===== src/rtl/counter_pkg.sv =====
// counter_pkg
// Shared types and helpers for the counter bank.
//   cnt_mode_e : wrap or saturate behaviour at the top of the count range
//   cnt_max    : all-ones value for a given bit width
//   slice_lo   : low bit index of channel ch within a packed per-channel bus
package counter_pkg;

    typedef enum logic {
        CNT_WRAP = 1'b0,
        CNT_SAT  = 1'b1
    } cnt_mode_e;

    // Widest count the helpers below handle exactly.
    localparam int unsigned CNT_MAX_BITS = 31;

    function automatic int unsigned cnt_max(input int unsigned width);
        return (32'd1 << width) - 32'd1;
    endfunction

    function automatic int slice_lo(input int ch, input int width);
        return ch * width;
    endfunction

endpackage


===== src/rtl/counter_bank_ch.sv =====
// counter_bank_ch
// One counter channel: power-of-two prescaler, up-counter, terminal-count
// pulse, sticky overflow and a saturated flag (saturate mode only).
// Ports:
//   clk       rising-edge clock
//   reset     asynchronous active-high reset
//   en        count enable
//   clr       synchronous clear (highest priority)
//   load      synchronous load of load_val
//   load_val  value taken on load
//   cnt       current count
//   tc        one-cycle pulse coincident with the wrap/saturate update
//   ovf       sticky overflow, cleared only by clr or reset
module counter_bank_ch
    import counter_pkg::*;
#(
    parameter int WIDTH         = 8,
    parameter int PRESCALE_BITS = 1,
    parameter int SATURATE      = 0
) (
    input  logic             clk,
    input  logic             reset,
    input  logic             en,
    input  logic             clr,
    input  logic             load,
    input  logic [WIDTH-1:0] load_val,
    output logic [WIDTH-1:0] cnt,
    output logic             tc,
    output logic             ovf
);

    // With no prescaler a single bit is kept, pinned at zero, so every
    // enabled edge sees the prescaler "at max".
    localparam int            PW      = (PRESCALE_BITS > 0) ? PRESCALE_BITS : 1;
    localparam logic [PW-1:0] PSC_MAX = PW'(cnt_max(PRESCALE_BITS));
    localparam cnt_mode_e     MODE    = (SATURATE != 0) ? CNT_SAT : CNT_WRAP;

    logic [PW-1:0]  psc;
    logic [PW-1:0]  psc_nxt;
    logic           sat;
    logic           step;
    logic [WIDTH:0] inc;
    logic           at_max;

    assign psc_nxt = (psc == PSC_MAX) ? '0 : psc + PW'(1);
    assign step    = en && (psc == PSC_MAX);
    // Carry out of the widened increment marks cnt == all ones.
    assign inc     = {1'b0, cnt} + {{WIDTH{1'b0}}, 1'b1};
    assign at_max  = inc[WIDTH];

    always_ff @(posedge clk or posedge reset) begin
        if (reset) begin
            cnt <= '0;
            psc <= '0;
            tc  <= 1'b0;
            ovf <= 1'b0;
            sat <= 1'b0;
        end else if (clr) begin
            cnt <= '0;
            psc <= '0;
            tc  <= 1'b0;
            ovf <= 1'b0;
            sat <= 1'b0;
        end else if (load) begin
            cnt <= load_val;
            psc <= '0;
            tc  <= 1'b0;
            sat <= 1'b0;
        end else if (en) begin
            psc <= psc_nxt;
            if (step) begin
                if (!at_max) begin
                    cnt <= inc[WIDTH-1:0];
                    tc  <= 1'b0;
                end else if (MODE == CNT_WRAP) begin
                    cnt <= '0;
                    tc  <= 1'b1;
                    ovf <= 1'b1;
                end else begin
                    // Hold at max; pulse only on the first saturating step.
                    ovf <= 1'b1;
                    tc  <= ~sat;
                    sat <= 1'b1;
                end
            end else begin
                tc <= 1'b0;
            end
        end else begin
            tc <= 1'b0;
        end
    end

endmodule


===== src/rtl/counter_bank.sv =====
// counter_bank
// Bank of NUM_CH independent prescaled up-counters.
// Ports:
//   clk       rising-edge clock
//   reset     asynchronous active-high reset
//   en        per-channel count enable
//   clr       per-channel synchronous clear
//   load      per-channel synchronous load
//   load_val  load values, channel i at [i*WIDTH +: WIDTH]
//   cnt       counts, channel i at [i*WIDTH +: WIDTH]
//   tc        per-channel one-cycle terminal-count pulse
//   ovf       per-channel sticky overflow flag
module counter_bank
    import counter_pkg::*;
#(
    parameter int NUM_CH        = 2,
    parameter int WIDTH         = 8,
    parameter int PRESCALE_BITS = 1,
    parameter int SATURATE      = 0
) (
    input  logic                    clk,
    input  logic                    reset,
    input  logic [NUM_CH-1:0]       en,
    input  logic [NUM_CH-1:0]       clr,
    input  logic [NUM_CH-1:0]       load,
    input  logic [NUM_CH*WIDTH-1:0] load_val,
    output logic [NUM_CH*WIDTH-1:0] cnt,
    output logic [NUM_CH-1:0]       tc,
    output logic [NUM_CH-1:0]       ovf
);

    for (genvar i = 0; i < NUM_CH; i++) begin : g_ch
        localparam int LO = slice_lo(i, WIDTH);

        counter_bank_ch #(
            .WIDTH         (WIDTH),
            .PRESCALE_BITS (PRESCALE_BITS),
            .SATURATE      (SATURATE)
        ) u_ch (
            .clk      (clk),
            .reset    (reset),
            .en       (en[i]),
            .clr      (clr[i]),
            .load     (load[i]),
            .load_val (load_val[LO +: WIDTH]),
            .cnt      (cnt[LO +: WIDTH]),
            .tc       (tc[i]),
            .ovf      (ovf[i])
        );
    end

endmodule


===== config.mk =====
export PLATFORM = sky130hd
export DESIGN_NAME = counter_bank
export DESIGN_NICKNAME = d
export VERILOG_FILES = /design/src/rtl/counter_pkg.sv /design/src/rtl/counter_bank_ch.sv /design/src/rtl/counter_bank.sv
export SDC_FILE = /design/constraint.sdc
export NUM_CORES = 1
export LEC_CHECK = 0
export BUFFER_PORTS_ARGS = -buffer_cell sky130_fd_sc_hd__buf_2
export CAP_MARGIN = 10
export CORE_AREA = 2 2 48 68
export CTS_BUF_LIST = sky130_fd_sc_hd__clkbuf_2 sky130_fd_sc_hd__clkbuf_4 sky130_fd_sc_hd__clkbuf_8
export DETAILED_ROUTE_END_ITERATION = 8
export DIE_AREA = 0 0 50 70
export GPL_TIMING_DRIVEN = 0
export PLACE_DENSITY = 0.84
export SLEW_MARGIN = 20
export SYNTH_ARGS = -nofsm -noshare
export SYNTH_HDL_FRONTEND = slang
export SYNTH_SLANG_ARGS = --single-unit

===== constraint.sdc =====
create_clock -name clk -period 1.54 [get_ports clk]
set_input_delay 0.154 -clock clk [delete_from_list [all_inputs] [get_ports clk]]
set_output_delay 0.154 -clock clk [all_outputs]
set_load 0.02 [all_outputs]

**Word level (Yosys, flattened, before mapping)**

Index checks and enable logic that the tools add are counted.

- Add/subtract/negate cells: 4
- Eq/ne operators: 2
- Muxes and demuxes: 38
- Reduce and logical (&&, ||, !) cells: 16

Operator list:

| operator | number |
|---|---|
| 2-to-1 mux 8 bit | 10 |
| 2-to-1 mux 1 bit | 28 |
| adder 8 x 1 -> 9 bit, second input constant | 2 |
| nonzero test 2 bit | 6 |
| nonzero test 3 bit | 4 |
| AND reduction 4 bit | 2 |
| != test 2 bit, second input constant | 2 |
| AND reduction 2 bit | 2 |
| adder 1 bit, second input constant | 2 |
| logical AND 1 bit | 2 |

- Bits in registers: 22
- Word-level logic and storage cells: 68

**Depth between registers and ports, before layout**

Gate-level depths: netlist of run 1.

- Depth in word-level cells: 6
- Mapped depth: 5
- Mapped depth without buffers: 5

**By module**

Synthesis of run 1 repeated with hierarchy kept, for this count alone.

- Cells, all modules: 139
- Area, all modules: 1,281.2 um2

Modules (own cells, without submodules):

| module | times used | cells each | area an instance (um2) |
|---|---|---|---|
| counter_bank_ch at g_ch[1].u_ch | 1 | 70 | 665.6 |
| counter_bank_ch at g_ch[0].u_ch | 1 | 69 | 615.6 |

**Worst setup path after synthesis of run 1**

OpenSTA, ideal clock, no wires.

- Path type: register to register
- Start: reg g_ch[1].u_ch.cnt[0]
- End: reg g_ch[1].u_ch.cnt[6]
- Library setup time: 0.078 ns
- Arrival: 1.620 ns
- Data required time: 1.462 ns
- Path slack: -0.158 ns
- Cell stages (with the launch flop): 6
- Path buffers: 0
- Cell sequence: dfrtp_1 ha_1 nand3_1 or3_2 a21o_1 a21oi_1

- Word-level cells in the longest chain between the ends: 6

RTL lines:

| what | RTL line | source |
|---|---|---|
| from (decl) | counter_bank_ch.sv:27 | `output logic [WIDTH-1:0] cnt,` |
| from (signal assigned) | counter_bank_ch.sv:65 | `cnt <= load_val;` |
| from (signal assigned) | counter_bank_ch.sv:73 | `cnt <= inc[WIDTH-1:0];` |
| adder 8 x 1 -> 9 bit | counter_bank_ch.sv:48 | `assign inc = {1'b0, cnt} + {{WIDTH{1'b0}}, 1'b1};` |
| 2-to-1 mux 8 bit | counter_bank_ch.sv:72 | `if (!at_max) begin` |
| 2-to-1 mux 8 bit | counter_bank_ch.sv:71 | `if (step) begin` |
| 2-to-1 mux 8 bit | counter_bank_ch.sv:69 | `end else if (en) begin` |
| 2-to-1 mux 8 bit | counter_bank_ch.sv:64 | `end else if (load) begin` |
| 2-to-1 mux 8 bit | counter_bank_ch.sv:58 | `end else if (clr) begin` |

No other way between the ends. The select of a mux whose other input is x is not followed.
A chain may end at the register's enable or synchronous reset.

**Final worst setup path of run 1**

- Start: reg g_ch[1].u_ch.psc
- End: reg g_ch[1].u_ch.cnt[7]

- Word-level cells in the longest chain between the ends: 3

RTL lines:

| what | RTL line | source |
|---|---|---|
| from (decl) | counter_bank_ch.sv:38 | `logic [PW-1:0] psc;` |
| from (signal assigned) | counter_bank_ch.sv:70 | `psc <= psc_nxt;` |
| logical AND 1 bit | counter_bank_ch.sv:46 | `assign step = en && (psc == PSC_MAX);` |
| nonzero test 3 bit (no line) | - |  |
| AND reduction 2 bit (no line) | - |  |

No other way between the ends.

==> results of run 1 <==
## cell type report
class,count,area share [%]
multi-input cells,114,40.9
plain buffers,10,2.93
flip-flops and latches,22,31.4
inverters,8,1.67
clock buffers,4,3.07
repair buffers,55,17.3
well taps,39,2.72
## layer usage
| metal | share of wire [%] | vias up | global-route usage (%) |
|---|---|---|---|
| met3 | 6.2 | 6 | 2.99 |
| li1 | - | 669 | - |
| met2 | 52 | 62 | 34.2 |
| met5 | 0 | - | 0 |
| met1 | 40 | 629 | 22.2 |
| met4 | 1.3 | 0 | 6.17 |
## cells by family (layout without fill, tap and decap cells)
logic type | after synthesis | after routing | synth area share [%]
XOR/XNOR | 5 | 5 | 3.35
multiplexers | 4 | 4 | 3.15
buffers and inverters | 18 | 77 | 6.31
AO/OA/AOI/OAI | 39 | 39 | 18.2
flip-flops | 22 | 22 | 42.1
adder cells (fa/ha/maj) | 2 | 2 | 1.91
AND/OR/NAND/NOR | 64 | 64 | 25.0
## synthesized netlist by cell type, types with 3 or more instances
| library cell | n | area (um^2) |
|---|---|---|
| a21o_1 | 4 | 30.0 |
| a21oi_1 | 13 | 65.1 |
| buf_4 | 4 | 30.0 |
| clkbuf_1 | 6 | 22.5 |
| dfrtp_1 | 22 | 551 |
| inv_1 | 8 | 30.0 |
| mux2i_1 | 3 | 30.0 |
| nand2_1 | 15 | 56.3 |
| nand3_1 | 10 | 50.1 |
| nor2_1 | 12 | 45.0 |
| nor2b_1 | 3 | 18.8 |
| nor3_1 | 8 | 40.0 |
| nor4_1 | 4 | 25.0 |
| o211ai_1 | 4 | 30.0 |
| o21ai_0 | 9 | 45.0 |
| xnor2_1 | 4 | 35.0 |
## flip-flops by register name, summed over array words and instances (netlist names)
signal	flops
g_ch.u_ch.cnt	16
g_ch.u_ch.ovf	2
g_ch.u_ch.psc	2
g_ch.u_ch.tc	2
## where the power goes
part / internal, mW / switching, mW
sequential: 0.610 / 0.0381
clock: 0.228 / 0.187
combinational: 0.117 / 0.155
## path summary, 6_finish.rpt
kind / from / depth (start not counted) / to / slack, ns
worst max-delay path: g_ch[1].u_ch.psc / 4 / g_ch[1].u_ch.cnt[7] / 0.01
worst min-delay path: reset / 2 / g_ch[1].u_ch.cnt[1] / 0.05
worst max register to register: g_ch[1].u_ch.psc / 4 / g_ch[1].u_ch.cnt[7] / 0.01
worst min register to register: g_ch[0].u_ch.ovf / 2 / g_ch[0].u_ch.ovf / 0.50
max in group asynchronous: reset / 2 / g_ch[0].u_ch.cnt[1] / 0.92
min in group clk: load_val[6] / 3 / g_ch[0].u_ch.cnt[6] / 0.12
## worst reg2reg max path: stages, from the launching register on
cell	delay, ns
dfrtp_2	0.42
nand2_2	0.15
or4_4	0.51
a221oi_2	0.25
nor3_1	0.07
## timing repair
item | CTS | global route
setup endpoints to repair | 3 | 6
pin swaps | 0 | 2
gates resized for setup | 3 | 4
setup buffers | 6 | 8
==> results_dict.tcl, run 1 <==
set metrics [dict create \
    synth-warning-count 0 \
    rows 24 \
    final_util_pct 60.3 \
    grt_start_max_net_pins 23 \
    synth.distinct_cells 35 \
    dp_hpwl_um 2330 \
    fin_total_pwr_mw 1.34 \
    antenna_found_initial 0 \
    area_growth_pct 37.0 \
    worst-path-max-fanout 10 \
    track_usage_pct 19.0 \
    wl_um 3340 \
    max_cap_viol_count 0 \
    max_freq_ghz 0.654 \
    tns_ns 0 \
    hold_violations 0 \
    synth-edff-count 0 \
    final_area_um2 1790 \
    syn_nets 180 \
    ir_drop_uv 539 \
    finalSetupViolCount 0 \
    ys_seq_area_share_pct 42.1 \
    port_buffers 41 \
    final_cell_mix "buf_2 (41), buf_4 (18), nand2_1 (14), a21oi_1 (13)" \
    synth_area_per_cell_um2 8.50 \
    skew_ns 0.00257 \
    nets 240 \
    multi_input_area_um2 733 \
    critical_path.top_delay_family "simple AND/OR/NAND/NOR gates" \
    critPathKind "reg -> reg" \
    cts_root_buf "clkbuf_8" \
    ios 44 \
    dp_worst_setup_slack_ns -0.0603 \
    min_period_ns 1.53 \
    syn_area_um2 1310 \
    ctsHoldBuffers 0 \
    dpl_cell_area_um2 1610 \
    ant_nets 0 \
    fill_cells 278 \
    clk_path_buf_depth 2 \
    slew_headroom_pct 43.8 \
    grt_setup_unrepaired "true" \
    postSynthCellCount 154 \
    grt_overflow 0 \
    hold_path_class "in -> async" \
    clkTransAtPathRegs_ns 0.08 \
    cp.required_ns 1.67 \
    grt_pass1_wl_um 5290 \
    fin_hold_ws_ns 0.0515 \
    wl_per_cell_um 13.2 \
    dieArea_um2 3500 \
    worstMarginPinSlew_ns 0.843 \
    drt_first_pass_iters 4 \
    status "complete, no violations" \
    cpPeakStageDelay_ns 0.51 \
    critPathSlowestCell "or4_4" \
    endpoint_kind "register" \
    ys_seq_elements 22 \
    routed-via-count 1366 \
    numCtsBuffers 3 \
    dr.first_iter.drc_count 28 \
    finalWeightedCongestion 0.834 \
    register_area_um2 563 \
    htree_levels 1 \
    critPathBufInv 0 \
    path_cells "nand2_2 > or4_4 > a221oi_2 > nor3_1" \
    synth_ff_type "dfrtp_1" \
    p_leak_nw 0.818 \
    cp_data_arrival_time_ns 1.66 \
    initial_core_util_pct 44.0 \
    final_cells 252 \
    dp.cells 234 \
    p_per_area_nw_per_um2 745 \
    drive_above_1_share_pct 39.9 \
    detail_route.vias_per_cell 5.42 \
    cts_tree "done" \
    layout_setup_ws_ns 0.0113 \
    drc 0 \
    grt_pass1_vias 1265 \
    antenna_cells 0 \
    synth-async-reset-ratio_pct 100 \
    slew_viol_final 0 \
    cp-start-kind "register" \
    period_share_pct 99.3 \
    die_h_um 70 \
    core_area_um2 2970 \
    mostFrequentLayoutCell "buf_2" \
    clock_latency_ns 0.26 \
    cts_sinks 22 \
    dieWidth_um 50 \
]
Note: power is estimated with default switching activity, not from simulation.
==> run 2, diff against run 1 <==
--- a/config.mk
+++ b/config.mk
@@ -7,12 +7,13 @@
 export LEC_CHECK = 0
 export BUFFER_PORTS_ARGS = -buffer_cell sky130_fd_sc_hd__buf_2
 export CAP_MARGIN = 10
-export CORE_AREA = 2 2 48 68
+export CORE_AREA = 2 2 46 65
 export CTS_BUF_LIST = sky130_fd_sc_hd__clkbuf_2 sky130_fd_sc_hd__clkbuf_4 sky130_fd_sc_hd__clkbuf_8
 export DETAILED_ROUTE_END_ITERATION = 8
-export DIE_AREA = 0 0 50 70
+export DIE_AREA = 0 0 48 67
+export GPL_ROUTABILITY_DRIVEN = 0
 export GPL_TIMING_DRIVEN = 0
-export PLACE_DENSITY = 0.84
+export PLACE_DENSITY = 0.87
 export SLEW_MARGIN = 20
 export SYNTH_ARGS = -nofsm -noshare
 export SYNTH_HDL_FRONTEND = slang
==> constraint.sdc (replaced) <==
create_clock -name clk -period 1.7 [get_ports clk]
set_input_delay 0.17 -clock clk [delete_from_list [all_inputs] [get_ports clk]]
set_output_delay 0.17 -clock clk [all_outputs]
set_load 0.02 [all_outputs]
==> run 2 against run 1 <==
Cell area fell by 7.5%. Sequential share of layout area rose by 2.2 points. Worst setup slack improved by 0.066 ns. Clock-buffer cell count fell by 1. Utilization rose by 3.1 points. First-iteration DRC count rose by 18%. Global-route usage rose by 1.7 points. Final cell count fell by 5.2%. Die area fell by 8.1%. Combinational power fell by 19%. Largest power group unchanged. Fmax fell by 5.8%. Clock power fell by 45%.
==> results_dict.tcl, run 2 (same netlist as run 1, synthesis figures left out) <==
set metrics [dict create \
    status "complete, no violations" \
    p_clk_share_pct 21.9 \
    skew_ns 0.00128 \
    ios 44 \
    endpoint_kind "register" \
    p_sw_mw 0.316 \
    period_share_pct 95.5 \
    cts_sinks 22 \
    wl_per_cell_um 12.9 \
    hold_path_class "in -> async" \
    antenna_found_initial 0 \
    top_register "g_ch.u_ch.cnt" \
    clk_path_buf_depth 2 \
    ir_drop_uv 371 \
    tns_ns 0 \
    dieArea_um2 3220 \
    slew_headroom_pct 44.3 \
    dpl_cell_area_um2 1560 \
    dieWidth_um 48 \
    min_period_ns 1.62 \
    ant_nets 0 \
    die_h_um 67 \
    htree_levels 1 \
    hold_violations 0 \
    grt_start_max_net_pins 23 \
    area_growth_pct 26.8 \
    wl_um 3090 \
    slew_viol_final 0 \
    final_cell_mix "buf_2 (41), dfrtp_1 (17), nand2_1 (14), a21oi_1 (13), nor2_1 (12)" \
    power_frac_comb_pct 21.0 \
    nets 231 \
    numCtsBuffers 3 \
    max_cap_viol_count 0 \
    drive_above_1_share_pct 33.0 \
    swShare_pct 30.3 \
    finalSetupViolCount 0 \
    grt_overflow 0 \
    critPathKind "reg -> reg" \
    dr.first_iter.drc_count 33 \
    worstMarginPinSlew_ns 0.835 \
    final_util_pct 63.4 \
    cts_root_buf "clkbuf_4" \
    grt_pass1_vias 1205 \
    grt_setup_unrepaired "false" \
    clock_latency_ns 0.30 \
    cp-start-kind "register" \
    cp.required_ns 1.88 \
    p_leak_nw 0.761 \
    p_per_area_nw_per_um2 628 \
    p_int_mw 0.727 \
    mostFrequentLayoutCell "buf_2" \
    cts_tree "done" \
    max_freq_ghz 0.616 \
    largest_reg_flops 16 \
    grt_pass1_wl_um 4880 \
    detail_route.vias_per_cell 5.59 \
    port_buffers 41 \
    antenna_cells 0 \
    pwr-share-seq_pct 57.1 \
    worst-path-max-fanout 5 \
    core_area_um2 2620 \
    rows 22 \
    routed-via-count 1336 \
    cp_data_arrival_time_ns 1.80 \
    track_usage_pct 20.7 \
    drt_first_pass_iters 4 \
    final_area_um2 1660 \
    drc 0 \
    ctsHoldBuffers 0 \
    dp_hpwl_um 2260 \
    initial_core_util_pct 50.0 \
    clkTransAtPathRegs_ns 0.11 \
]
[run 2: cell type report]
type                            instances  area [um^2]
Buffer                                 10         52.6
Timing Repair Buffer                   46          243
Fill cell                             245          956
Clock buffer                            3         22.5
Inverter                                8         30.0
Tap cell                               36         45.0
Multi-Input combinational cell        114          709
Sequential cell                        22          557
[run 2: worst paths after layout]
path | from | end | slack [ns] | depth (start not counted)
max in group asynchronous | reset | g_ch[1].u_ch.cnt[2] | 1.11 | 2
hold / removal | reset | g_ch[0].u_ch.tc | 0.02 | 2
min in group clk | load_val[12] | g_ch[1].u_ch.cnt[4] | 0.10 | 3
setup / recovery | g_ch[1].u_ch.cnt[5] | g_ch[1].u_ch.cnt[7] | 0.08 | 4
hold reg to reg | g_ch[0].u_ch.ovf | g_ch[0].u_ch.ovf | 0.52 | 2
setup reg to reg | g_ch[1].u_ch.cnt[5] | g_ch[1].u_ch.cnt[7] | 0.08 | 4
[run 2: critical path: stages (launching register included)]
cell      delay [ns]
dfrtp_1         0.46
nand4_4         0.15
or4_1           0.52
a221oi_1        0.30
nor3_1          0.07
[run 2: per-layer routing]
| layer | vias to the layer above | wire length [um] | track usage [%] |
|---|---|---|---|
| li1 | 654 | - | - |
| met1 | 637 | 1320 | 23.0 |
| met3 | 2 | 144 | 2.71 |
| met2 | 43 | 1620 | 38.8 |
| met5 | - | 0 | 0 |
| met4 | 0 | 7 | 5.07 |
[run 2: per-stage QoR]
stage / std cells / total power [mW] / worst slack, ns / hold slack, ns
after floorplan: 154 / 0.721 / 0.00175 / 0.159
after global placement: 231 / 0.795 / -0.0358 / 0.375
after detailed placement: 231 / 0.801 / -0.0534 / 0.379
after CTS: 234 / 1.03 / 0.00260 / 0.0436
after global routing: 239 / 1.12 / 0.0102 / 0.0663
final: 239 / 1.04 / 0.0772 / 0.0187
[run 2: repair_timing]
action | CTS | global route
setup endpoints to repair | 2 | 6
setup buffers | 0 | 5
resized for setup | 2 | 10
endpoints found under the hold margin | 0 | 0
[run 2: power by group through the flow]
stage / clock network (mW) / registers [mW] / logic, mW
after detailed placement: 0 / 0.600 / 0.202
after CTS: 0.242 / 0.591 / 0.203
after global routing: 0.272 / 0.599 / 0.245
after floorplan: 0 / 0.624 / 0.0968
after global placement: 0 / 0.599 / 0.196
final: 0.228 / 0.595 / 0.219
